===== config.mk =====
export PLATFORM = sky130hd
export DESIGN_NAME = fetch_stage
export DESIGN_NICKNAME = d
export VERILOG_FILES = /design/src/rtl/fetch_stage.sv
export SDC_FILE = /design/constraint.sdc
export NUM_CORES = 1
export LEC_CHECK = 0
export BUFFER_PORTS_ARGS = -buffer_cell sky130_fd_sc_hd__buf_2
export CAP_MARGIN = 20
export CORE_MARGIN = 2
export CORE_UTILIZATION = 53
export DETAILED_ROUTE_END_ITERATION = 10
export HOLD_SLACK_MARGIN = 0.12
export MAX_ROUTING_LAYER = met4
export PLACE_DENSITY = 0.85
export SYNTH_ARGS = -nofsm -noshare
export SYNTH_HDL_FRONTEND = slang
export SYNTH_SLANG_ARGS = --single-unit

===== constraint.sdc =====
create_clock -name clk -period 2.29 [get_ports clk]
set_clock_uncertainty 0.1 [all_clocks]
set_input_delay 0.229 -clock clk [delete_from_list [all_inputs] [get_ports clk]]
set_output_delay 0.229 -clock clk [all_outputs]
set_load 0.05 [all_outputs]

===== src/rtl/fetch_stage.sv =====
// Instruction-fetch stage: owns the PC, walks one- and two-word instructions out of
// instruction memory and fills the IF/ID register consumed by decode / control.
module fetch_stage #(
  parameter int PC_W           = 32,
  parameter int RESET_VEC_ADDR = 0
) (
  input  logic            clk,
  input  logic            rst_n,
  output logic [PC_W-1:0] imem_addr,
  input  logic [15:0]     imem_data,
  input  logic            stall,
  input  logic            redirect,
  input  logic [PC_W-1:0] redirect_pc,
  output logic            if_id_valid,
  output logic [8:0]      if_id_opcode,
  output logic [2:0]      if_id_rdst,
  output logic [2:0]      if_id_rsrc,
  output logic            if_id_has_imm,
  output logic [15:0]     if_id_imm,
  output logic [PC_W-1:0] if_id_pc_next
);

  typedef enum logic [1:0] {
    ST_RST_VEC = 2'd0,
    ST_FETCH   = 2'd1,
    ST_IMM     = 2'd2
  } state_e;

  typedef struct packed {
    logic            valid;
    logic [8:0]      opcode;
    logic [2:0]      rdst;
    logic [2:0]      rsrc;
    logic            has_imm;
    logic [15:0]     imm;
    logic [PC_W-1:0] pc_next;
  } if_id_t;

  localparam logic [PC_W-1:0] RstVecAddr = PC_W'(RESET_VEC_ADDR);
  localparam logic [PC_W-1:0] PcOne      = PC_W'(1);

  state_e          state_q, state_d;
  logic [PC_W-1:0] pc_q, pc_d;
  logic [15:0]     instr_hold_q, instr_hold_d;
  if_id_t          if_id_q, if_id_d;
  logic [PC_W-1:0] pc_inc;

  assign pc_inc = pc_q + PcOne;

  always_comb begin
    imem_addr = pc_q;
    if (state_q == ST_RST_VEC) begin
      imem_addr = RstVecAddr;
    end
  end

  // NOTE: every next-state signal gets its hold value first, so no path through
  // the case below can leave one unassigned and infer a latch.
  always_comb begin
    state_d      = state_q;
    pc_d         = pc_q;
    instr_hold_d = instr_hold_q;
    if_id_d      = if_id_q;

    unique case (state_q)
      ST_RST_VEC: begin
        // Redirects cannot be meaningful before the first PC exists.
        if (!stall) begin
          pc_d          = PC_W'(imem_data);
          state_d       = ST_FETCH;
          if_id_d.valid = 1'b0;
        end
      end

      ST_FETCH, ST_IMM: begin
        if (redirect) begin
          // Squash wins over stall and over a pending immediate word.
          pc_d          = redirect_pc;
          state_d       = ST_FETCH;
          instr_hold_d  = '0;
          if_id_d.valid = 1'b0;
        end else if (!stall) begin
          pc_d = pc_inc;
          if (state_q == ST_FETCH && imem_data[0]) begin
            instr_hold_d  = imem_data;
            state_d       = ST_IMM;
            if_id_d.valid = 1'b0;
          end else if (state_q == ST_FETCH) begin
            if_id_d.valid   = 1'b1;
            if_id_d.opcode  = imem_data[15:7];
            if_id_d.rdst    = imem_data[6:4];
            if_id_d.rsrc    = imem_data[3:1];
            if_id_d.has_imm = 1'b0;
            if_id_d.imm     = '0;
            if_id_d.pc_next = pc_inc;
          end else begin
            if_id_d.valid   = 1'b1;
            if_id_d.opcode  = instr_hold_q[15:7];
            if_id_d.rdst    = instr_hold_q[6:4];
            if_id_d.rsrc    = instr_hold_q[3:1];
            if_id_d.has_imm = 1'b1;
            if_id_d.imm     = imem_data;
            if_id_d.pc_next = pc_inc;
            state_d         = ST_FETCH;
          end
        end
      end

      default: begin
        state_d = ST_RST_VEC;
      end
    endcase
  end

  // NOTE: sequential state uses non-blocking assignments so all registers sample
  // the same pre-edge values; the hold register is reset too, so a reset in the
  // middle of a two-word instruction leaves nothing stale behind.
  always_ff @(posedge clk or negedge rst_n) begin
    if (!rst_n) begin
      state_q      <= ST_RST_VEC;
      pc_q         <= '0;
      instr_hold_q <= '0;
      if_id_q      <= '0;
    end else begin
      state_q      <= state_d;
      pc_q         <= pc_d;
      instr_hold_q <= instr_hold_d;
      if_id_q      <= if_id_d;
    end
  end

  assign if_id_valid   = if_id_q.valid;
  assign if_id_opcode  = if_id_q.opcode;
  assign if_id_rdst    = if_id_q.rdst;
  assign if_id_rsrc    = if_id_q.rsrc;
  assign if_id_has_imm = if_id_q.has_imm;
  assign if_id_imm     = if_id_q.imm;
  assign if_id_pc_next = if_id_q.pc_next;

endmodule

==> flow_summary_export.csv <==
group,metric,value,unit
run_status,status,"finished with violations",
run_status,failed_checks,"setup timing",
route,detail_route.iter0.violations,708,
power_and_ir_drop,power.density_cell_area,1688,nW/um2
synth,synth_largest_area_cell,"sky130_fd_sc_hd__dfrtp_1",
sta,setup_viol,1,
clocking,ctsHtreeMaxLevel,4,
critical_path,end_kind,"output port",
grt,global_route_wire_length_before_repair,29130,um
clocking,clkTransAtPathRegs,0.06,ns
route,firstDrtPassIters,7,
clocking,cts_tree,"yes",
synth,unique_cell_type_count_in_the_yosys_netlist,50,
synth,synth_sequential_area_ratio,49.20,%
cells_and_area,finish.cell_count_without_fillers,962,
floorplan,die_height,108.6,um
cells_and_area,final_net_count,865,
critical_path,critical_path_required,1.96,ns
grt,maximum_number_of_pins_on_one_net_before_global_route_repair,76,
clocking,clockRootBuffer,"sky130_fd_sc_hd__clkbuf_8",
sta,slew_headroom,53.76,%
synth,ys_top_cells_by_area,"sky130_fd_sc_hd__dfrtp_1 49%, sky130_fd_sc_hd__nand2_1 7.3%, sky130_fd_sc_hd__o21ai_0 6.5%, sky130_fd_sc_hd__nor2b_1 3.5%, sky130_fd_sc_hd__mux2i_1 3.3%",
route,detailroute.wirelength.met2,8931,um
route,top_signal_layer_used,"met4",
sta,transition_time_at_the_pin_with_the_least_slew_margin,0.6935,ns
place,hpwlAfterDp,11420,um
clocking,clkLatencyLatePin,0.53,ns
cells_and_area,nFillCells,702,
power_and_ir_drop,ir_drop,1219,uV
synth,synth.top_cell.area_share,49.20,%
synth,postSynthNetCount,668,
power_and_ir_drop,leakagePower,3.911,nW
sta,timing.final.crit_share,100.8,%
route,wirelength,18760,um
synth,yosys_most_used_dff,"sky130_fd_sc_hd__dfrtp_1",
floorplan,floorplan.io_pins,149,
synth,number_of_enable_type_register_cells_in_the_synthesized_netlist,0,
clocking,clock_sink_count,114,
critical_path,category_of_the_worst_setup_path_launch_point,"register",
synth,synthesis.area,5798,um2
sta,setup_slack,-0.01753,ns
sta,maxClockFrequency,433.4,MHz
cells_and_area,syn2layout_area_growth,37.14,%
route,via_count,5807,
synth,postSynth.asyncResetShare,100.0,%
synth,synth.avg_cell_area,9.474,um2
place,post-place-cells,878,
floorplan,placement_rows,38,
critical_path,cp.arrival,1.98,ns
floorplan,floorplan.die_area,11790,um2
sta,final-hold-violation-count,0,
route,routed_wire_length_per_instance,19.50,um
place,globalplace.congestion,0.9181,
route,detail_route.wirelength.met1,7340,um
synth,synthesis.yosys.warnings,0,
cells_and_area,post_route_cells_drive_above_1_share,26.76,%
job,timing.max_cap.violations,0,
clocking,clock_tree.buffer_depth,2,
grt,global_route.overflow_total,0,
sta,min_period,2.308,ns
route,vias_per_cell,6.036,
critical_path,critical_path_class,"reg -> out",
critical_path,critical_path_peak_fanout,21,
sta,fin_hold_ws,0.1617,ns
route,met3WireLength,1640,um
floorplan,coreArea,10750,um2
grt,via_count_of_the_first_global_routing_pass,5599,
sta,report.final.slew_viol_count,0,
route,drt_drc_violations_left,0,
synth,postSynthRegisterBits,114,
floorplan,chipWidth,108.6,um
cells_and_area,insertedDiodeCount,0,
route,postRouteAntennaNets,0,
floorplan,floorplan.initialDensity,53.96,%
grt,track_usage,33.51,%
worst_hold_path,min-delay-path-class,"in -> reg",
grt,antenna_found_initial,0,
place,placement.io_buffers,148,
synth,postSynthCellCount,612,
clocking,numCtsBuffers,17,
place,place_ws,0.2409,ns
timing repair:
action,CTS,global route
setup endpoints to repair,0,11
gates resized for setup,0,12
hold buffers,52,0
endpoints found under the hold margin,194,0
buffers inserted,0,0
worst paths after layout:
kind	start	end	slack [ns]	cells after the start
min reg2reg	if_id_imm[15]$_DFFE_PN0P_	if_id_imm[15]$_DFFE_PN0P_	0.36	2
min	stall	state_q[1]$_DFFE_PN0P_	0.16	4
max reg2reg	state_q[0]$_DFFE_PN0P_	if_id_pc_next[11]$_DFFE_PN0P_	0.17	7
max in group asynchronous	rst_n	if_id_pc_next[12]$_DFFE_PN0P_	1.64	3
min in group asynchronous	rst_n	if_id_pc_next[29]$_DFFE_PN0P_	0.20	3
max	state_q[0]$_DFFE_PN0P_	imem_addr[14]	-0.02	5
registers in the layout (all words and copies together) (netlist names):
| register | flops |
|---|---|
| state_q | 2 |
| instr_hold_q | 15 |
| if_id_opcode | 9 |
| pc_q | 32 |
| if_id_imm | 16 |
| if_id_valid | 1 |
| if_id_rsrc | 3 |
| if_id_rdst | 3 |
| if_id_pc_next | 32 |
| if_id_has_imm | 1 |
power by group:
group | switching (mW) | internal (mW) | leakage (nW)
clock | 0.961 | 1.94 | 0.311
sequential | 0.792 | 2.85 | 1.47
combinational | 4.99 | 1.89 | 2.13
total | 6.75 | 6.68 | 3.91
synth_stat cells, types with 8 or more instances:
library cell / number
sky130_fd_sc_hd__dfrtp_1: 114
sky130_fd_sc_hd__nand2_1: 113
sky130_fd_sc_hd__o21ai_0: 75
sky130_fd_sc_hd__nor2b_1: 32
sky130_fd_sc_hd__clkbuf_1: 27
sky130_fd_sc_hd__nand3_1: 22
sky130_fd_sc_hd__mux2i_1: 19
sky130_fd_sc_hd__nor2_1: 18
sky130_fd_sc_hd__xor2_1: 18
sky130_fd_sc_hd__a22o_1: 15
sky130_fd_sc_hd__nand3b_1: 14
sky130_fd_sc_hd__buf_2: 12
sky130_fd_sc_hd__xnor2_1: 12
sky130_fd_sc_hd__a21oi_1: 11
sky130_fd_sc_hd__a31oi_1: 10
sky130_fd_sc_hd__inv_1: 9
sky130_fd_sc_hd__nor3b_1: 8
layer usage:
| layer | track usage (%) | vias up |
|---|---|---|
| met5 | - | - |
| met4 | 17.40 | 0 |
| met3 | 6.932 | 97 |
| met2 | 51.65 | 393 |
| met1 | 41.77 | 2781 |
| li1 | - | 2536 |
layout make-up:
class / instances / area, um2 / share of cell area, %
Inverter: 9 / 33.78 / 0.4249
Timing Repair Buffer: 225 / 1511 / 19.01
Clock inverter: 12 / 205.2 / 2.581
Multi-Input combinational cell: 442 / 2728 / 34.30
Clock buffer: 20 / 445.4 / 5.602
Tap cell: 140 / 175.2 / 2.203
Sequential cell: 114 / 2853 / 35.88
cells by family (layout without fill, tap and decap cells):
group,count (synthesis),count (layout),synth area share (%)
buf+inv,56,266,4.165
flops,114,114,49.20
xor+xnor,30,30,4.532
mux,20,20,3.474
fa+ha+maj,4,4,0.8632
compound gates,156,156,17.00
simple gates,232,232,20.76
stage by stage:
stage	TNS [ns]	utilization (%)	cell area (um2)	power (mW)
2_1_floorplan	0	-	5798	8.452
3_3_place_gp	0	62.75	6743	10.01
3_5_place_dp	0	62.75	6743	10.18
4_1_cts	0	73.74	7924	13.21
5_1_grt	-0.07629	74.00	7951	14.01
6_report	-0.01753	74.00	7951	13.43
placed cells by master, fill, tap and decap left out, types with 9 or more instances in the layout:
master	n
sky130_fd_sc_hd__xor2_1	18
sky130_fd_sc_hd__buf_4	25
sky130_fd_sc_hd__nor2b_1	32
sky130_fd_sc_hd__clkbuf_16	16
sky130_fd_sc_hd__a31oi_1	10
sky130_fd_sc_hd__clkbuf_4	9
sky130_fd_sc_hd__a22o_1	15
sky130_fd_sc_hd__mux2i_1	19
sky130_fd_sc_hd__dlygate4sd3_1	51
sky130_fd_sc_hd__xnor2_1	12
sky130_fd_sc_hd__nor2_1	18
sky130_fd_sc_hd__nand3b_1	14
sky130_fd_sc_hd__inv_1	9
sky130_fd_sc_hd__nand2_1	111
sky130_fd_sc_hd__dfrtp_1	114
sky130_fd_sc_hd__nand3_1	22
sky130_fd_sc_hd__o21ai_0	75
sky130_fd_sc_hd__a21oi_1	11
sky130_fd_sc_hd__buf_2	137
worst max-delay path, cell delays in order, from the launching register on:
cell	delay, ns
sky130_fd_sc_hd__dfrtp_1	0.42
sky130_fd_sc_hd__inv_1	0.07
sky130_fd_sc_hd__ha_1	0.23
sky130_fd_sc_hd__buf_4	0.23
sky130_fd_sc_hd__nor2b_1	0.20
sky130_fd_sc_hd__buf_2	0.30
Note: power is estimated with default switching activity, not from simulation.
